===== src/rtl/microwave_timer_ctrl_pkg.sv =====
// rtl/microwave_timer_ctrl_pkg.sv - shared state encoding and BCD limits for the microwave timer controller
package microwave_timer_ctrl_pkg;

  typedef enum logic [2:0] {
    ST_IDLE  = 3'd0,
    ST_SET   = 3'd1,
    ST_RUN   = 3'd2,
    ST_PAUSE = 3'd3,
    ST_DONE  = 3'd4
  } state_t;

  localparam logic [3:0] DIGIT_MAX    = 4'd9;
  localparam logic [3:0] SEC_TENS_MAX = 4'd5;

  // A time is loadable when it is non-zero and its seconds-tens digit fits a mod-6 counter.
  function automatic logic entry_loadable(input logic [15:0] e);
    return (e != 16'h0000) && (e[7:4] <= SEC_TENS_MAX);
  endfunction

endpackage


===== src/rtl/microwave_timer_ctrl_tick_prescaler.sv =====
// rtl/microwave_timer_ctrl_tick_prescaler.sv - divides clk down to a one-second tick, holding its phase when stopped
module microwave_timer_ctrl_tick_prescaler #(
  parameter int TICK_DIV = 100_000_000
) (
  input  logic clk,
  input  logic clrn,
  input  logic i_run,
  input  logic i_clr,
  output logic o_tick
);

  localparam int            CW   = $clog2(TICK_DIV);
  localparam logic [CW-1:0] LAST = CW'(TICK_DIV - 1);

  logic [CW-1:0] r_cnt;

  assign o_tick = i_run && (r_cnt == LAST);

  always_ff @(posedge clk or negedge clrn) begin
    if (!clrn) begin
      r_cnt <= '0;
    end else if (i_clr) begin
      r_cnt <= '0;
    end else if (i_run) begin
      r_cnt <= (r_cnt == LAST) ? '0 : r_cnt + 1'b1;
    end
  end

endmodule


===== src/rtl/microwave_timer_ctrl.sv =====
// rtl/microwave_timer_ctrl.sv - keypad entry, run/pause/done sequencing and second pacing for the MM:SS countdown chain
module microwave_timer_ctrl #(
  parameter int TICK_DIV  = 100_000_000,
  parameter int BEEP_SECS = 3
) (
  input  logic        clk,
  input  logic        clrn,
  input  logic        i_key_valid,
  input  logic [3:0]  i_key_digit,
  input  logic        i_start,
  input  logic        i_stop_clr,
  input  logic        i_door_closed,
  input  logic        i_chain_zero,
  output logic        o_load_n,
  output logic        o_cnt_en,
  output logic [15:0] o_entry,
  output logic        o_mag_on,
  output logic        o_beep,
  output logic        o_entry_err,
  output logic [2:0]  o_state
);

  import microwave_timer_ctrl_pkg::*;

  localparam int            BW        = (BEEP_SECS > 1) ? $clog2(BEEP_SECS) : 1;
  localparam logic [BW-1:0] BEEP_LAST = BW'(BEEP_SECS - 1);

  state_t        r_state;
  logic [15:0]   r_entry;
  logic          r_load_n;
  logic          r_cnt_en;
  logic          r_mag_on;
  logic          r_beep;
  logic          r_entry_err;
  logic          r_first;
  logic [BW-1:0] r_beep_cnt;

  state_t        w_state_nxt;
  logic [15:0]   w_entry_nxt;
  logic          w_load;
  logic          w_err;
  logic          w_cnt;
  logic          w_clr;
  logic          w_first_nxt;
  logic [BW-1:0] w_beep_cnt_nxt;
  logic          w_run;
  logic          w_tick;
  logic          w_key_ok;
  logic          w_door_open;

  assign w_key_ok    = i_key_valid && (i_key_digit <= DIGIT_MAX);
  assign w_door_open = !i_door_closed;
  assign w_run       = (r_state == ST_RUN) || (r_state == ST_DONE);

  microwave_timer_ctrl_tick_prescaler #(
    .TICK_DIV (TICK_DIV)
  ) u_prescaler (
    .clk    (clk),
    .clrn   (clrn),
    .i_run  (w_run),
    .i_clr  (w_clr),
    .o_tick (w_tick)
  );

  always_comb begin
    w_state_nxt    = r_state;
    w_entry_nxt    = r_entry;
    w_load         = 1'b0;
    w_err          = 1'b0;
    w_cnt          = 1'b0;
    w_clr          = 1'b0;
    w_first_nxt    = 1'b0;
    w_beep_cnt_nxt = r_beep_cnt;
    case (r_state)
      ST_IDLE: begin
        if (!w_door_open && !i_stop_clr && w_key_ok) begin
          w_entry_nxt = {r_entry[11:0], i_key_digit};
          w_state_nxt = ST_SET;
        end
      end
      ST_SET: begin
        if (i_stop_clr && !w_door_open) begin
          w_entry_nxt = '0;
          w_state_nxt = ST_IDLE;
        end else if (i_start) begin
          if (!w_door_open && entry_loadable(r_entry)) begin
            w_load      = 1'b1;
            w_clr       = 1'b1;
            w_first_nxt = 1'b1;
            w_state_nxt = ST_RUN;
          end else begin
            w_err = 1'b1;
          end
        end else if (w_key_ok) begin
          w_entry_nxt = {r_entry[11:0], i_key_digit};
        end
      end
      ST_RUN: begin
        // chain_zero is stale until the load pulse has been taken by the chain
        if (w_tick && !r_first && !i_chain_zero) begin
          w_cnt = 1'b1;
        end
        if (w_door_open || i_stop_clr) begin
          w_state_nxt = ST_PAUSE;
        end else if (!r_first && i_chain_zero) begin
          w_clr          = 1'b1;
          w_beep_cnt_nxt = '0;
          w_state_nxt    = ST_DONE;
        end
      end
      ST_PAUSE: begin
        if (!w_door_open && i_stop_clr) begin
          w_entry_nxt = '0;
          w_state_nxt = ST_IDLE;
        end else if (!w_door_open && i_start) begin
          w_state_nxt = ST_RUN;
        end
      end
      ST_DONE: begin
        if (!w_door_open && i_stop_clr) begin
          w_entry_nxt = '0;
          w_state_nxt = ST_IDLE;
        end else if (w_tick) begin
          if (r_beep_cnt == BEEP_LAST) begin
            w_entry_nxt = '0;
            w_state_nxt = ST_IDLE;
          end else begin
            w_beep_cnt_nxt = r_beep_cnt + 1'b1;
          end
        end
      end
      default: begin
        w_entry_nxt = '0;
        w_state_nxt = ST_IDLE;
      end
    endcase
  end

  always_ff @(posedge clk or negedge clrn) begin
    if (!clrn) begin
      r_state     <= ST_IDLE;
      r_entry     <= '0;
      r_load_n    <= 1'b1;
      r_cnt_en    <= 1'b0;
      r_mag_on    <= 1'b0;
      r_beep      <= 1'b0;
      r_entry_err <= 1'b0;
      r_first     <= 1'b0;
      r_beep_cnt  <= '0;
    end else begin
      r_state     <= w_state_nxt;
      r_entry     <= w_entry_nxt;
      r_load_n    <= !w_load;
      r_cnt_en    <= w_cnt;
      r_mag_on    <= (w_state_nxt == ST_RUN);
      r_beep      <= (w_state_nxt == ST_DONE);
      r_entry_err <= w_err;
      r_first     <= w_first_nxt;
      r_beep_cnt  <= w_beep_cnt_nxt;
    end
  end

  assign o_state     = r_state;
  assign o_entry     = r_entry;
  assign o_load_n    = r_load_n;
  assign o_cnt_en    = r_cnt_en;
  assign o_mag_on    = r_mag_on;
  assign o_beep      = r_beep;
  assign o_entry_err = r_entry_err;

endmodule


===== config.mk =====
export PLATFORM = sky130hd
export DESIGN_NAME = microwave_timer_ctrl
export DESIGN_NICKNAME = d
export VERILOG_FILES = /design/src/rtl/microwave_timer_ctrl_pkg.sv /design/src/rtl/microwave_timer_ctrl_tick_prescaler.sv /design/src/rtl/microwave_timer_ctrl.sv
export SDC_FILE = /design/constraint.sdc
export NUM_CORES = 1
export LEC_CHECK = 0
export CAP_MARGIN = 20
export CORE_MARGIN = 10
export CORE_UTILIZATION = 45
export DETAILED_ROUTE_END_ITERATION = 10
export GPL_TIMING_DRIVEN = 0
export PLACE_DENSITY = 0.78
export SYNTH_ARGS = -nofsm -noshare
export SYNTH_HDL_FRONTEND = slang
export SYNTH_SLANG_ARGS = --single-unit
export TNS_END_PERCENT = 50

===== constraint.sdc =====
create_clock -name clk -period 2.25 [get_ports clk]
set_clock_uncertainty 0.05 [all_clocks]
set_input_delay 0.3375 -clock clk [delete_from_list [all_inputs] [get_ports clk]]
set_output_delay 0.3375 -clock clk [all_outputs]
set_load 0.005 [all_outputs]

==> impl_metrics.tcl <==
set metrics [dict create \
    vias 2663 \
    synth_top_family_by_area "simple AND/OR/NAND/NOR gates" \
    cts_tree "built" \
    final_area_um2 3610 \
    hold_violations 0 \
    num_io_pins 35 \
    ys_seq_area_share_pct 48.5 \
    slew_violations 0 \
    synth_top_area_share_pct 47.5 \
    synthSimpleGateAreaFrac_pct 25.3 \
    dpl.hpwl_mm 5.16 \
    drive_gt1_share_pct 18.2 \
    cp.arrival_ns 2.48 \
    drc_errors 0 \
    synth_cells 282 \
    area_growth_pct 29.3 \
    first_iter_violations 222 \
    cpMaxStageDelayCell "or4b_4" \
    cp-start-kind "register" \
    synthTopCellsByArea "dfrtp_1 48%, a21oi_1 4.7%, a22o_1 4.4%" \
    ys_types 51 \
    p_leak_nw 1.51 \
    worstSetupEndpointType "register" \
    globalplace.congestion 0.885 \
    grt_pass1_vias 2406 \
    clk_latency_ns 0.31 \
    fin_crit_sh_pct 104 \
    yosys_warnings 0 \
    grt_pass1_wl_mm 12.0 \
    diodes 0 \
    hold_path.class "reg -> reg" \
    core-area_um2 5960 \
    drv_cap 0 \
    gr-total-overflow 0 \
    slew_headroom_pct 59.4 \
    grt_max_degree 32 \
    synth_top_cell_by_area "dfrtp_1" \
    r2r_cells 7 \
    rsz0062_at_grt "true" \
    crit_chain "or4b_4, nor4_4, buf_4, nand4_1, a31o_4, buf_6, a22o_1" \
    nFillCells 467 \
    die-area_um2 9750 \
    status "finished with violations" \
    worstSetupPathType "reg -> reg" \
    slowest_delay_ns 0.55 \
    avgSynthCellArea_um2 9.89 \
    p_per_area_nw_per_um2 924 \
    synthXorXnorAreaFrac_pct 0 \
    port-buffer-count 34 \
    synthesis.nets 295 \
    initial_core_util_pct 46.8 \
    dr.pass1.iters 5 \
    drtAntennaViolNets 0 \
    cts_max_level 2 \
    final_cells 416 \
    place_inst 392 \
    fmax_mhz 429 \
    cp.required_ns 2.40 \
    dominantRegCellSynth "dfrtp_1" \
    clock_path_buffers 2 \
    finalCriticalPeriod_ns 2.33 \
    place_area_um2 3250 \
    clk_pin_slew_ns 0.10 \
    async_flop_share_pct 100 \
    grtUsageTotal_pct 14.5 \
    preCtsSetupSlack_ns -0.593 \
    synth_compound_area_share_pct 21.1 \
    setup_ws_ns -0.0807 \
    die_h_um 98.7 \
    critPathMaxFanout 8 \
    netlist_area_um2 2790 \
    cts_sinks 54 \
    antenna_found_initial 0 \
    viasPerCell 6.40 \
    failed_checks "negative setup slack" \
    die_w_um 98.7 \
    root_buffer "clkbuf_8" \
    std_cell_rows 28 \
    drt-total-wl_mm 7.67 \
    ir_drop_mv 0.463 \
    setup_violations 12 \
    muxShareOfSynthArea_pct 0.717 \
    min_path_cells 1 \
    wl_per_cell_um 18.4 \
    synth-seq-cells 54 \
    tightest_slew_ns 0.610 \
    cts_inserted_buffers 5 \
    synthAdderAreaFrac_pct 0.897 \
    synth-edff-count 0 \
    layout.nets 353 \
]
## cells by family after synthesis
logic type                 count (synthesis)
buffers and inverters                     23
muxes                                      2
DFF                                       54
and+or+nand+nor                          112
adders and majority gates                  2
AOI/OAI and AO/OA                         89
## power by group
part           switching [W]  internal [W]  total, W
clock               0.000318      0.000332  0.000650
combinational       0.000624      0.000658   0.00128
sequential          0.000245       0.00116   0.00140
## layer usage
metal	global-route usage, %	part of all wire, %	vias up
met5	0	0	-
met4	3.42	1.6	0
met3	3.84	8.1	15
met2	23.3	47	135
met1	19.0	43	1295
li1	-	-	1218
## final timing paths
check,from,slack (ns),end
max reg2reg,u_prescaler.r_cnt[11],-0.08,o_entry[11]
max in group asynchronous,clrn,1.08,o_state[1]
max,u_prescaler.r_cnt[11],-0.08,o_entry[11]
min in group asynchronous,clrn,0.50,r_beep_cnt[0]
min reg2reg,r_first,0.42,o_cnt_en
min,r_first,0.42,o_cnt_en
## sequential cells by signal, indices dropped and copies added (netlist names)
register and flops:
u_prescaler.r_cnt 27, o_entry 16, o_state 3, r_beep_cnt 2, o_beep 1, o_cnt_en 1, o_entry_err 1, o_load_n 1
o_mag_on 1, r_first 1
## worst max-delay path: cells and delay by family (launching register included)
kind | cells | cell delay (ns)
AND/OR/NAND/NOR | 3 | 0.93
AO/OA/AOI/OAI | 2 | 0.52
buffers and inverters | 2 | 0.32
flip-flops | 1 | 0.40
## through the flow
stage / util, % / hold WS (ns) / total power (W) / setup TNS, ns
6_report: 60.6 / 0.416 / 0.00333 / -0.646
5_1_grt: 60.6 / 0.443 / 0.00353 / -1.22
4_1_cts: 58.0 / 0.390 / 0.00319 / -0.411
3_5_place_dp: 54.6 / 0.324 / 0.00249 / -18.55
3_3_place_gp: 54.3 / 0.381 / 0.00244 / -58.73
2_1_floorplan: - / -0.00809 / 0.00194 / 0
## Yosys cell counts (all sizes together), types with 5 or more instances
master  instances
o21ai          18
or4             7
and3            7
a21oi          26
nor2            5
nand2          14
nand4          14
clkbuf         11
dfrtp          53
o31ai          11
nand3          17
inv             8
or3            18
a22o           16
nor4           10
## repair_timing
| action | in CTS | in global routing |
|---|---|---|
| resized for setup | 16 | 23 |
| setup endpoints to repair | 42 | 38 |
| hold endpoints to repair | 22 | 0 |
| hold buffers | 1 | 0 |
| buffers inserted | 6 | 7 |
| gates cloned | 0 | 3 |
| pin swaps | 3 | 9 |
## layout make-up
cell class | instances | area (µm²) | share of cell area (%)
Multi-Input combinational cell | 205 | 1440 | 39.8
Sequential cell | 54 | 1350 | 37.5
Timing Repair Buffer | 52 | 495 | 13.7
Tap cell | 75 | 93.8 | 2.60
Buffer | 14 | 87.6 | 2.43
Clock buffer | 6 | 72.6 | 2.01
Clock inverter | 2 | 37.5 | 1.04
Inverter | 8 | 30.0 | 0.832
## cell usage in the layout, fill, tap and decap left out, types with 11 or more instances in the layout
master and count:
nand2_1 13, o31ai_1 11, or3_1 17, o21ai_0 18, a21oi_1 25, a22o_1 14, nand3_1 16, clkdlybuf4s50_1 31
dfrtp_1 52, buf_4 13, nand4_1 14
Note: power is estimated with default switching activity, not from simulation.
